<file path="config.mk">
export PLATFORM = sky130hd
export DESIGN_NAME = dma_ctrl_mc
export DESIGN_NICKNAME = d
export VERILOG_FILES = /design/src/rtl/dma_ctrl_mc.sv
export SDC_FILE = /design/constraint.sdc
export NUM_CORES = 1
export LEC_CHECK = 0
export ABC_AREA = 1
export BUFFER_PORTS_ARGS = -buffer_cell sky130_fd_sc_hd__buf_2
export CORE_MARGIN = 2
export CORE_UTILIZATION = 40
export DETAILED_ROUTE_END_ITERATION = 6
export HOLD_SLACK_MARGIN = 0.05
export SYNTH_ARGS = -nofsm -noshare
export SYNTH_HDL_FRONTEND = slang
export SYNTH_SLANG_ARGS = --single-unit
</file>
<file path="constraint.sdc">
create_clock -name clk -period 6.31 [get_ports clk]
set_clock_uncertainty 0.15 [all_clocks]
set_input_delay 1.5775 -clock clk [delete_from_list [all_inputs] [get_ports clk]]
set_output_delay 1.5775 -clock clk [all_outputs]
set_load 0.1 [all_outputs]
</file>
<file path="src/rtl/dma_ctrl_mc.sv">
// dma_ctrl_mc: multi-channel DMA mover between one DRAM and one SRAM port.
// In: clk, reset (async, low), per-channel dmaCmd/Src/Dst/Width, sramReadData,
//     dramReadData, dramValid.
// Out: sramAddress/WriteData/WriteEnable, dramAddress/WriteData/WriteEnable,
//      dramReadEnable, stall[NUM_CH], dmaValid[NUM_CH].
module dma_ctrl_mc #(
  parameter int NUM_CH  = 4,
  parameter int WIDTH_W = 10,
  parameter int SRAM_AW = 14
) (
  input  logic                      clk,
  input  logic                      reset,
  input  logic [2*NUM_CH-1:0]       dmaCmd,
  input  logic [32*NUM_CH-1:0]      dmaSrcAddress,
  input  logic [32*NUM_CH-1:0]      dmaDstAddress,
  input  logic [WIDTH_W*NUM_CH-1:0] dmaWidth,
  input  logic [31:0]               sramReadData,
  input  logic [31:0]               dramReadData,
  input  logic                      dramValid,
  output logic [SRAM_AW-1:0]        sramAddress,
  output logic [31:0]               sramWriteData,
  output logic                      sramWriteEnable,
  output logic [31:0]               dramAddress,
  output logic [31:0]               dramWriteData,
  output logic                      dramWriteEnable,
  output logic                      dramReadEnable,
  output logic [NUM_CH-1:0]         stall,
  output logic [NUM_CH-1:0]         dmaValid
);

  localparam int PW = $clog2(NUM_CH);

  typedef enum logic [2:0] {
    IDLE, RD, WR, SRD, SWR, DONE
  } stateT;

  stateT state, nextState;

  logic [NUM_CH-1:0]  pending;
  logic [NUM_CH-1:0]  chDir;
  logic [31:0]        chSrc   [NUM_CH];
  logic [31:0]        chDst   [NUM_CH];
  logic [WIDTH_W-1:0] chWidth [NUM_CH];

  logic [PW-1:0]      rrPtr;
  logic [PW-1:0]      actCh;
  logic [PW-1:0]      grantCh;
  logic               grantFound;
  logic [31:0]        src;
  logic [31:0]        dst;
  logic [31:0]        word;
  logic               wordValid;
  logic [WIDTH_W-1:0] remaining;
  logic               lastWord;

  assign lastWord = (remaining == WIDTH_W'(1));
  assign stall    = pending;

  // first pending channel scanning upward from rrPtr, wrapping
  always_comb begin
    logic [PW:0]   sum;
    logic [PW-1:0] idx;
    grantFound = 1'b0;
    grantCh    = '0;
    sum        = '0;
    idx        = '0;
    for (int k = 0; k < NUM_CH; k++) begin
      sum = {1'b0, rrPtr} + (PW+1)'(k);
      if (sum >= (PW+1)'(NUM_CH))
        sum = sum - (PW+1)'(NUM_CH);
      idx = sum[PW-1:0];
      if (!grantFound && pending[idx]) begin
        grantFound = 1'b1;
        grantCh    = idx;
      end
    end
  end

  // pending doubles as the stall flag; the active channel
  // stays pending, so its cmd is ignored until DONE
  always_ff @(posedge clk or negedge reset) begin
    if (!reset) begin
      pending <= '0;
      chDir   <= '0;
      for (int i = 0; i < NUM_CH; i++) begin
        chSrc[i]   <= '0;
        chDst[i]   <= '0;
        chWidth[i] <= '0;
      end
    end else begin
      for (int i = 0; i < NUM_CH; i++) begin
        if (state == DONE && actCh == PW'(i)) begin
          pending[i] <= 1'b0;
        end else if (!pending[i] &&
                     (dmaCmd[2*i +: 2] == 2'b01 ||
                      dmaCmd[2*i +: 2] == 2'b10)) begin
          pending[i] <= 1'b1;
          chDir[i]   <= dmaCmd[2*i+1];
          chSrc[i]   <= dmaSrcAddress[32*i +: 32];
          chDst[i]   <= dmaDstAddress[32*i +: 32];
          chWidth[i] <= dmaWidth[WIDTH_W*i +: WIDTH_W];
        end
      end
    end
  end

  always_ff @(posedge clk or negedge reset) begin
    if (!reset)
      state <= IDLE;
    else
      state <= nextState;
  end

  always_ff @(posedge clk or negedge reset) begin
    if (!reset) begin
      rrPtr     <= '0;
      actCh     <= '0;
      src       <= '0;
      dst       <= '0;
      word      <= '0;
      wordValid <= 1'b0;
      remaining <= '0;
    end else begin
      unique case (state)
        IDLE: if (grantFound) begin
          actCh     <= grantCh;
          src       <= chSrc[grantCh];
          dst       <= chDst[grantCh];
          remaining <= chWidth[grantCh];
          rrPtr     <= (grantCh == PW'(NUM_CH-1)) ?
                       '0 : grantCh + PW'(1);
        end
        RD: if (dramValid)
          word <= dramReadData;
        WR: begin
          src       <= src + 32'd4;
          dst       <= dst + 32'd4;
          remaining <= remaining - WIDTH_W'(1);
        end
        SRD: wordValid <= 1'b0;
        // SRAM data shows up in the first SWR cycle; hold it
        // for as long as DRAM keeps us waiting
        SWR: begin
          if (!wordValid) begin
            word      <= sramReadData;
            wordValid <= 1'b1;
          end
          if (dramValid) begin
            src       <= src + 32'd4;
            dst       <= dst + 32'd4;
            remaining <= remaining - WIDTH_W'(1);
          end
        end
        default: ;
      endcase
    end
  end

  always_comb begin
    nextState       = state;
    sramAddress     = '0;
    sramWriteData   = '0;
    sramWriteEnable = 1'b0;
    dramAddress     = '0;
    dramWriteData   = '0;
    dramWriteEnable = 1'b0;
    dramReadEnable  = 1'b0;
    dmaValid        = '0;
    unique case (state)
      IDLE: if (grantFound) begin
        if (chWidth[grantCh] == '0)
          nextState = DONE;
        else if (chDir[grantCh])
          nextState = SRD;
        else
          nextState = RD;
      end
      RD: begin
        dramReadEnable = 1'b1;
        dramAddress    = src;
        if (dramValid)
          nextState = WR;
      end
      WR: begin
        sramWriteEnable = 1'b1;
        sramAddress     = dst[SRAM_AW-1:0];
        sramWriteData   = word;
        nextState       = lastWord ? DONE : RD;
      end
      SRD: begin
        sramAddress = src[SRAM_AW-1:0];
        nextState   = SWR;
      end
      SWR: begin
        dramWriteEnable = 1'b1;
        dramAddress     = dst;
        dramWriteData   = wordValid ? word : sramReadData;
        if (dramValid)
          nextState = lastWord ? DONE : SRD;
      end
      DONE: begin
        dmaValid[actCh] = 1'b1;
        nextState       = IDLE;
      end
      default: nextState = IDLE;
    endcase
  end

endmodule

</file>
==> results of run 1 <==
## area by class of cell
class                      instances  area [sq um]  area share, %
inverter                         235         893.4          3.438
antenna                            9         22.52        0.08667
clock buffer                      70          1343          5.166
sequential                       418         10460          40.26
tap                              696         870.8          3.351
clock inverter                    14         153.9         0.5922
timing repair buffer             512          2650          10.20
multi-input combinational       1839          9592          36.91
## synthesized netlist by cell type, types with 3 or more instances
library cell / instances / area (sq um)
sky130_fd_sc_hd__clkinv_1: 4 / 15.01
sky130_fd_sc_hd__buf_1: 21 / 78.83
sky130_fd_sc_hd__buf_2: 38 / 190.2
sky130_fd_sc_hd__mux2i_1: 32 / 320.3
sky130_fd_sc_hd__nand3_1: 61 / 305.3
sky130_fd_sc_hd__buf_4: 8 / 60.06
sky130_fd_sc_hd__nor4_1: 6 / 37.54
sky130_fd_sc_hd__nand4_1: 18 / 112.6
sky130_fd_sc_hd__o21ai_0: 184 / 920.9
sky130_fd_sc_hd__o22ai_1: 73 / 456.7
sky130_fd_sc_hd__o311ai_1: 3 / 26.28
sky130_fd_sc_hd__a21oi_2: 4 / 35.03
sky130_fd_sc_hd__inv_2: 3 / 11.26
sky130_fd_sc_hd__nand2_4: 3 / 33.78
sky130_fd_sc_hd__mux2_2: 110 / 1239
sky130_fd_sc_hd__a22oi_1: 39 / 292.8
sky130_fd_sc_hd__inv_1: 226 / 848.3
sky130_fd_sc_hd__nand2_2: 4 / 25.02
sky130_fd_sc_hd__o31ai_1: 4 / 30.03
sky130_fd_sc_hd__nor2_2: 4 / 25.02
sky130_fd_sc_hd__ha_1: 5 / 62.56
sky130_fd_sc_hd__o21ai_1: 79 / 395.4
sky130_fd_sc_hd__nor2_1: 224 / 840.8
sky130_fd_sc_hd__buf_6: 17 / 191.4
sky130_fd_sc_hd__a31oi_1: 11 / 68.82
sky130_fd_sc_hd__clkbuf_1: 76 / 285.3
sky130_fd_sc_hd__o221ai_1: 3 / 26.28
sky130_fd_sc_hd__nand2_1: 715 / 2684
sky130_fd_sc_hd__nor3_1: 29 / 145.1
sky130_fd_sc_hd__o211ai_1: 24 / 180.2
sky130_fd_sc_hd__or2_2: 3 / 18.77
sky130_fd_sc_hd__xnor2_1: 4 / 35.03
sky130_fd_sc_hd__a21oi_1: 141 / 705.7
sky130_fd_sc_hd__xor2_1: 35 / 306.5
sky130_fd_sc_hd__dfrtp_1: 418 / 10460
## flip-flops by register name, summed over array words and instances, names as in the netlist
signal / flops
dst: 32
remaining: 10
chSrc: 128
chDir: 4
state: 3
src: 32
word: 32
stall: 4
wordValid: 1
actCh: 2
chWidth: 40
rrPtr: 2
chDst: 128
## where the power goes
part	internal (mW)	switching [mW]	leakage [nW]	total, mW
clock network	1.56	1.15	0.742	2.71
registers	3.90	0.745	5.09	4.65
logic	2.55	7.22	7.53	9.76
total	8.01	9.12	13.4	17.1
## critical path: cells and delay by family (launching register included)
family / cells / cell delay [ns]
compound gates: 1 / 0.53
simple gates: 1 / 0.28
flops: 1 / 0.43
buf+inv: 2 / 1.36
## per-stage QoR
step                power [mW]  utilization (%)  std cells  hold WS, ns
global route             18.32            48.37       3790       0.3415
detailed placement       14.37            45.56       3700       0.3099
global placement         14.21            45.56       3700       0.3068
finish                   17.12            48.38       3793       0.3213
CTS                      17.15            48.34       3784       0.3261
floorplan                11.71                -       2654       0.2936
## metal layers
metal	vias up	part of all wire, %	GRT usage [%]
met4	24	3.3	9.148
met3	139	7.1	5.631
met1	9917	44	37.84
met5	-	0.21	0
met2	752	45	43.22
li1	9540	-	-
## kinds of logic after synthesis
| kind of cell | after synthesis | share of synthesized area [%] |
|---|---|---|
| DFF | 418 | 48.18 |
| adders and majority gates | 5 | 0.2882 |
| AOI/OAI and AO/OA | 577 | 14.97 |
| xor gates and xnor gates | 39 | 1.573 |
| muxes | 142 | 7.181 |
| and+or+nand+nor | 1076 | 19.87 |
| buffers and inverters | 397 | 7.936 |
## how the worst max path moves through the flow
| stage | cells past startpoint | slack (ns) | startpoint | to |
|---|---|---|---|---|
| after CTS | 4 | 1.38 | state[2] | dramAddress[23] |
| after global placement | 4 | 2.19 | state[2] | dramAddress[22] |
| after global routing | 4 | 1.16 | state[2] | dramAddress[10] |
| after floorplan | 8 | 0.20 | state[1] | dramAddress[12] |
| after detailed placement | 4 | 2.02 | state[2] | dramAddress[23] |
| final | 4 | 1.35 | state[2] | dramAddress[18] |
==> summary.md, run 1 <==
| Metric | Value |
|---|---|
| Post-synthesis to final-layout area growth | `19.70%` |
| Highest clock rate | `between 200 and 250 MHz` |
| Average detailed-routed wire length per instance | `20.63 um` |
| # Max-Cap Violations | `0` |
| Commonest non-fill, non-tap cell in the layout | `sky130_fd_sc_hd__nand2_1` |
| Share of post-route cells with drive strength above 1 | `23.87%` |
| Number of sinks driven by the clock tree | `418` |
| Mean instance size in the synthesized netlist | `8.180 sq um` |
| Number of nets produced by synthesis | `3,030` |
| I/O Buffers | `491` |
| Number of register bits inferred by synthesis | `418` |
| Kind of critical path | `register to primary output` |
| TritonCTS buffer count | `47` |
| Register clock-pin slew on the reported worst setup and hold paths | `about 0.060 ns` |
| Setup slack, reg-to-reg | `2.11 ns` |
| Summed instance area of the synthesized netlist | `21,710 sq um` |
| Die extent in y | `approximately 240 um` |
| Gp weighted congestion | `0.9407` |
| Total wirelength of the detailed-routed design | `78,250 um` |
| Static Leak | `13.36 nW` |
| Crit path arrival time | `3.23 ns` |
| Core Footprint | `roughly 54,000 sq um` |
| Tcrit/Tclk final | `around four fifths` |
| Cell at the root of the clock tree | `sky130_fd_sc_hd__clkbuf_16` |
| Total negative slack | `0 ns` |
| Detailed Place HPWL | `56,360 um` |
| Initial cell density of the core | `40.42%` |
| Critical path required time | `4.58 ns` |
| Via density per instance | `~5.4` |
| Fin nets | `about 3,400` |
| Postcts setup bufs | `0` |
| Initial antenna violation count | `21` |
| Count of pins over their slew limit | `0` |
| Number of synthesized flops with an enable pin | `0` |
| Worst setup slack after placement | `2.019 ns` |
| FILL cells | `5,306` |
| Via count | `20,370` |
| Worst min-delay path endpoint | `chDst[21]` |
| Number of violations reported at the end of detailed-routing iteration 0 | `1,407` |
| Max FO, Critical Path | `33` |
| Total global routing overflow | `0` |
| Share of flip-flops with an asynchronous set or reset after synthesis | `100.0%` |
| Pwr dens | `659.0 nW/um^2` |
| Final std cell area, no fill | `25,990 sq um` |
| Number of remaining DRC errors | `0` |
| Setup repair after global routing missed its margin | `false` |
| Kind of end point of the critical path | `primary output` |
| Maximum number of pins on one net before global-route repair | `~130` |
| Worst-case vdd ir drop | `0.4216 mV` |
| Antenna viol nets, final | `0` |
| Number of global-route vias before repair | `about 20,000` |
| Critical-path cell list | `nor3_2, clkinv_1, o22ai_1, buf_2` |
| CP startpoint kind | `register` |
| TritonCTS clock tree | `built` |
| Class of the tightest hold or removal check | `register to register` |
| Hold bufs inserted after CTS | `0` |
| Area of the die | `approximately 56,000 sq um` |
| Maximum number of buffers from clock root to sink | `3` |
| IO Count | `492` |
| Critical-path top delay cell | `sky130_fd_sc_hd__clkinv_1` |
| Area post-placement | `24,470 sq um` |
| Hold path startpoint | `chDst[21]` |
| Max H-tree Level | `2` |
| Unique masters post-synth | `52` |
| Launch point of the worst reg-to-reg path | `state[1]` |
| Total number of placement rows | `85` |
| Number of instances resized during post-cts repair | `0` |
| Gate Count Post-Synth | `2,654` |
| Number of warning messages in the yosys log | `0` |
| Hold Crit Depth | `2` |
| Outcome | `finished, final reports clean` |
| Clock network latency to the later pin of the worst-skew pair | `0.60 ns` |
| Wire length of the first global-routing pass | `118,300 um` |
| Stage delay of the slowest cell on the critical path | `around 0.87 ns` |
| Count of endpoints failing setup in the final report | `0` |
| Cell count of the worst reg-to-reg path | `12` |
| GRT Total Usage | `27.45%` |
| Slew headroom | `27.11%` |
| Worst-Margin Slew | `1.093 ns` |
| Min cycle time layout | `4.956 ns` |
| Commonest cells after routing, fill and taps aside | `sky130_fd_sc_hd__nand2_1 (710), sky130_fd_sc_hd__buf_2 (490), sky130_fd_sc_hd__dfrtp_1 (417), sky130_fd_sc_hd__inv_1 (223), sky130_fd_sc_hd__nor2_1 (223)` |
| Sequential cell area fraction in the yosys report | `48.18%` |
| Chip Width | `237.0 um` |
| End of the worst register-to-register path | `src[27]` |
| Detailed-router iteration count before antenna repair | `5` |
| Most common flop cell mapped by yosys | `sky130_fd_sc_hd__dfrtp_1` |
| Min setup slack post-route | `1.354 ns` |
| Hold violation total from the final report | `0` |
Power figures use the tool's default switching activity.
==> run 2, diff against run 1 <==
==> constraint.sdc (replaced) <==
create_clock -name clk -period 5 [get_ports clk]
set_clock_uncertainty 0.15 [all_clocks]
set_input_delay 1.25 -clock clk [delete_from_list [all_inputs] [get_ports clk]]
set_output_delay 1.25 -clock clk [all_outputs]
set_load 0.1 [all_outputs]
==> summary.md, run 2 (synthesis results as in run 1) <==
| Metric | Value |
|---|---|
| Total global routing overflow | `0` |
| Average detailed-routed wire length per instance | `21.02 um` |
| Via density per instance | `approximately 5.4` |
| Share of post-route cells with drive strength above 1 | `25.30%` |
| Clock network latency to the later pin of the worst-skew pair | `0.58 ns` |
| Cell at the root of the clock tree | `sky130_fd_sc_hd__clkbuf_16` |
| Kind of end point of the critical path | `primary output` |
| Total negative slack | `0 ns` |
| CP dominant cell by count | `sky130_fd_sc_hd__nor2_1` |
| Setup repair after global routing missed its margin | `false` |
| Detailed Place HPWL | `~58,000 um` |
| Number of global-route vias before repair | `20,180` |
| FILL cells | `5,220` |
| Cell count of the worst reg-to-reg path | `19` |
| Hold path startpoint | `chSrc[16]` |
| Number of sinks driven by the clock tree | `between 400 and 500` |
| Maximum number of buffers from clock root to sink | `3` |
| Die extent in y | `237.0 um` |
| Critical path required time | `around 3.6 ns` |
| Commonest cells after routing, fill and taps aside | `sky130_fd_sc_hd__nand2_1 (710), sky130_fd_sc_hd__buf_2 (490), sky130_fd_sc_hd__dfrtp_1 (417), sky130_fd_sc_hd__inv_1 (223), sky130_fd_sc_hd__nor2_1 (217)` |
| Stage delay of the slowest cell on the critical path | `0.67 ns` |
| Total wirelength of the detailed-routed design | `79,650 um` |
| Max H-tree Level | `2` |
| Class of the tightest hold or removal check | `register to register` |
| Chip Width | `around 240 um` |
| I/O Buffers | `491` |
| Number of remaining DRC errors | `0` |
| Family with the most delay on the worst path | `buffers and inverters` |
| Worst-Margin Slew | `about 0.99 ns` |
| Largest registers | `chDst: 128 flops, chSrc: 128 flops, chWidth: 40 flops` |
| Static Leak | `13.48 nW` |
| Wire length of the first global-routing pass | `~120,000 um` |
| Register area | `10,460 sq um` |
| Launch point of the worst reg-to-reg path | `rrPtr[0]` |
| Via count | `around 20,000` |
| Worst min-delay path endpoint | `chSrc[16]` |
| Highest clock rate | `233.1 MHz` |
| Count of pins over their slew limit | `0` |
| TritonCTS clock tree | `built` |
| Hold bufs inserted after CTS | `0` |
| Area of the die | `56,150 sq um` |
| Kind of critical path | `register to primary output` |
| Post-synthesis to final-layout area growth | `21.19%` |
| Utilization of the core after routing | `roughly 49%` |
| Core Footprint | `53,710 sq um` |
| Fin nets | `3,436` |
| Number of instances resized during post-cts repair | `0` |
| Multi-input gate area in the final layout | `9821 sq um` |
| IO Count | `492` |
| Initial antenna violation count | `2` |
| Detailed-router iteration count before antenna repair | `7` |
| Initial cell density of the core | `40.42%` |
| Crit path arrival time | `2.89 ns` |
| Count of endpoints failing setup in the final report | `0` |
| Antenna viol nets, final | `0` |
| CP startpoint kind | `register` |
| Slew headroom | `34.33%` |
| Postcts setup bufs | `0` |
| Pwr dens | `825.1 nW/um^2` |
| Min cycle time layout | `between 4 and 5 ns` |
| End of the worst register-to-register path | `state[2]` |
| # Max-Cap Violations | `0` |
| Bufs and invs on worst path | `4` |
| Setup slack, reg-to-reg | `around 1.2 ns` |
| Worst-case vdd ir drop | `0.5458 mV` |
| Outcome | `finished, final reports clean` |
| Critical-path cell list | `nor2_1, inv_1, nor2_2, inv_4, buf_4, nor2_1, buf_2` |
| Hold Crit Depth | `2` |
| Min Hold Slack | `0.3263 ns` |
| Commonest non-fill, non-tap cell in the layout | `sky130_fd_sc_hd__nand2_1` |
| Critical-path top delay cell | `sky130_fd_sc_hd__inv_4` |
| GRT Total Usage | `28.07%` |
| Total number of placement rows | `85` |
| Maximum number of pins on one net before global-route repair | `between 100 and 150` |
| Number of violations reported at the end of detailed-routing iteration 0 | `1,817` |
| TritonCTS buffer count | `47` |
| Tcrit/Tclk final | `85.79%` |
| Max FO, Critical Path | `80` |
| Hold violation total from the final report | `0` |
| Register clock-pin slew on the reported worst setup and hold paths | `0.05 ns` |
| Gp weighted congestion | `0.9508` |
## run 2: cell count changes in the layout (fill, tap and decap cells not counted), sizes merged
cell    delta
diode      -7
clkinv     -3
clkbuf     +2
buf        +7
inv        -3
## run 2: metal layers
layer	wire length, um	GRT usage, %	vias to the layer above
met5	0	0	-
met4	1540	6.425	0
met3	5554	4.628	93
met2	36370	44.55	753
met1	36190	40.26	9974
li1	-	-	9551
## run 2: per-stage QoR
stage / power, mW / cells / worst slack [ns] / area, sq um
detailed placement: 18.26 / 3707 / 1.352 / 24810
global placement: 18.05 / 3707 / 1.394 / 24810
CTS: 21.74 / 3787 / 0.7053 / 26300
floorplan: 14.93 / 2654 / -0.3930 / 21950
global route: 23.20 / 3788 / 0.5144 / 26310
finish: 21.71 / 3789 / 0.7104 / 26310
## run 2: report_power, final
part	internal (mW)	switching (mW)
clock	1.99	1.40
combinational	3.35	9.08
sequential	4.93	0.954
## run 2: cell type report
cell class | count | share of cell area (%)
diodes | 2 | 0.01902
clock inverters | 8 | 0.4280
well taps | 696 | 3.310
inverters | 235 | 3.396
multi-input cells | 1839 | 37.33
flip-flops and latches | 418 | 39.76
clock buffers | 72 | 5.246
repair buffers | 519 | 10.51
## run 2: how the worst max path moves through the flow
stage | cells after the start | start | to | slack [ns]
after global placement | 7 | state[1] | dramWriteData[2] | 1.39
after CTS | 7 | state[1] | dramWriteData[17] | 0.71
after global routing | 7 | state[1] | dramWriteData[17] | 0.51
after floorplan | 4 | state[2] | dramAddress[21] | -0.39
after detailed placement | 19 | rrPtr[0] | state[2] | 1.35
final | 7 | state[1] | dramWriteData[17] | 0.71
## run 2: tightest hold or removal path, delay by kind of cell (launching register included)
family | cells | cell delay (ns)
simple gates | 2 | 0.11
flops | 1 | 0.34
==> run 3, diff against run 2 <==
==> constraint.sdc (replaced) <==
create_clock -name clk -period 5 [get_ports clk]
set_clock_uncertainty 0.15 [all_clocks]
set_input_delay 1.25 -clock clk [delete_from_list [all_inputs] [get_ports clk]]
set_output_delay 1.25 -clock clk [all_outputs]
set_load 0.005 [all_outputs]
==> summary.md, run 3 (synthesis results as in run 1) <==
| Metric | Value |
|---|---|
| Gp weighted congestion | `0.8865` |
| WL met2 | `35,930 um` |
| Stage delay of the slowest cell on the critical path | `0.43 ns` |
| TritonCTS clock tree | `built` |
| Min setup slack post-route | `0.9969 ns` |
| Via count | `20,600` |
| Number of instances resized during post-cts repair | `0` |
| Die extent in y | `around 240 um` |
| Total number of placement rows | `85` |
| Maximum number of pins on one net before global-route repair | `149` |
| Cell at the root of the clock tree | `sky130_fd_sc_hd__clkbuf_16` |
| Clock network latency to the later pin of the worst-skew pair | `0.59 ns` |
| CP startpoint kind | `register` |
| Antenna viol nets, final | `0` |
| Post-synthesis to final-layout area growth | `20.22%` |
| Area of the die | `56,150 sq um` |
| Total global routing overflow | `0` |
| Kind of critical path | `register to primary output` |
| I/O Buffers | `491` |
| Number of violations reported at the end of detailed-routing iteration 0 | `1,771` |
| Via density per instance | `around 5.4` |
| Setup slack, reg-to-reg | `1.35 ns` |
| Crit path arrival time | `~2.6 ns` |
| Initial antenna violation count | `3` |
| Count of pins over their slew limit | `0` |
| Largest registers | `chDst: 128 flops, chSrc: 128 flops, chWidth: 40 flops` |
| Routed met3 length | `6100 um` |
| CP dominant cell by count | `sky130_fd_sc_hd__nor2_1` |
| Min cycle time layout | `~4 ns` |
| Critical path required time | `3.60 ns` |
| Max H-tree Level | `2` |
| TritonCTS buffer count | `47` |
| Critical-path top delay cell | `sky130_fd_sc_hd__buf_4` |
| Commonest non-fill, non-tap cell in the layout | `sky130_fd_sc_hd__nand2_1` |
| Postcts setup bufs | `0` |
| Wire length of the first global-routing pass | `121,000 um` |
| Tcrit/Tclk final | `80.06%` |
| Initial cell density of the core | `between 40% and 50%` |
| Average detailed-routed wire length per instance | `roughly 21 um` |
| Number of sinks driven by the clock tree | `418` |
| Highest clock rate | `approximately 250 MHz` |
| FILL cells | `5,257` |
| # Max-Cap Violations | `0` |
| Detailed Place HPWL | `58,530 um` |
| Number of global-route vias before repair | `20,270` |
| GRT Total Usage | `roughly 28%` |
| Critical-path cell list | `nor2_1, inv_1, nor2_1, inv_4, buf_4, nor2_1, buf_2` |
| Placed cells | `around 3,700` |
| Worst-case vdd ir drop | `0.6189 mV` |
| Worst-Margin Slew | `1.055 ns` |
| Maximum number of buffers from clock root to sink | `3` |
| Class of the tightest hold or removal check | `register to register` |
| Fin nets | `3,441` |
| Min Hold Slack | `0.3255 ns` |
| Kind of end point of the critical path | `primary output` |
| Commonest cells after routing, fill and taps aside | `sky130_fd_sc_hd__nand2_1 (710), sky130_fd_sc_hd__buf_2 (490), sky130_fd_sc_hd__dfrtp_1 (417), sky130_fd_sc_hd__inv_1 (223), sky130_fd_sc_hd__nor2_1 (223)` |
| Static Leak | `13.44 nW` |
| Hold violation total from the final report | `0` |
| Slew headroom | `between 20 and 30%` |
| Total negative slack | `0 ns` |
| Max FO, Critical Path | `97` |
| Detailed-router iteration count before antenna repair | `6` |
| Count of endpoints failing setup in the final report | `0` |
| Total wirelength of the detailed-routed design | `79,740 um` |
| Utilization of the core after routing | `48.60%` |
| Setup repair after global routing missed its margin | `false` |
| Hold bufs inserted after CTS | `0` |
| Pwr dens | `746.1 nW/um^2` |
| Number of remaining DRC errors | `0` |
| Register clock-pin slew on the reported worst setup and hold paths | `around 0.06 ns` |
| Chip Width | `about 240 um` |
| Met1 WL | `35,510 um` |
| Outcome | `finished, final reports clean` |
| Worst setup slack after placement | `1.481 ns` |
| Share of post-route cells with drive strength above 1 | `24.17%` |
| Number of standard cells in the layout, taps in and fillers out | `3,796` |
| IO Count | `492` |
| Highest metal layer with signal wires | `met5` |
| Core Footprint | `53,710 sq um` |
==> run 3: cell count changes in the layout (fill, tap and decap cells not counted), moves of 6 or more <==
cell / delta
sky130_fd_sc_hd__buf_4: +6
sky130_fd_sc_hd__clkinv_2: +7
sky130_fd_sc_hd__nor2_1: +6
sky130_fd_sc_hd__nor2_2: -6
sky130_fd_sc_hd__o22ai_1: +35
sky130_fd_sc_hd__o22ai_2: -35
==> run 3: final timing paths <==
check,start,to,cells after the start
worst min-delay path,chDst[24],chDst[24],2
worst min register to register,chDst[24],chDst[24],2
max in group asynchronous,reset,chSrc[98],2
worst max-delay path,state[1],dramWriteData[23],7
min in group asynchronous,reset,word[26],1
worst max register to register,rrPtr[0],state[2],17
==> run 3: layout make-up <==
cell class	count	area [sq um]	area share [%]
inverter	235	893.4	3.423
clock buffer	70	1395	5.345
antenna	1	2.502	0.009588
multi-input combinational	1839	9582	36.71
sequential	418	10460	40.08
clock inverter	13	105.1	0.4027
tap	696	870.8	3.337
timing repair buffer	524	2790	10.69
==> run 3: report_power, final <==
| group | internal [mW] | total, mW | switching (mW) |
|---|---|---|---|
| clock network | 1.98 | 3.44 | 1.46 |
| logic | 3.28 | 10.1 | 6.82 |
| registers | 4.93 | 5.94 | 1.01 |
| total | 10.2 | 19.5 | 9.29 |
==> run 3: stage by stage <==
stage / power [mW] / cell area [sq um]
after floorplan: 12.75 / 21710
after global placement: 15.76 / 24600
after detailed placement: 15.98 / 24600
after CTS: 19.47 / 26100
after global routing: 20.93 / 26100
final: 19.47 / 26100
==> run 3: worst max-delay path, delay by kind of cell (launching register included) <==
kind | cells | cell delay, ns
buf+inv | 4 | 0.87
flops | 1 | 0.40
simple gates | 3 | 0.69
==> run 3: per-layer routing <==
| layer | vias to the layer above | track usage [%] |
|---|---|---|
| li1 | 9554 | - |
| met1 | 10120 | 39.47 |
| met2 | 811 | 44.28 |
| met3 | 112 | 5.211 |
| met4 | 4 | 7.806 |
| met5 | - | 0 |
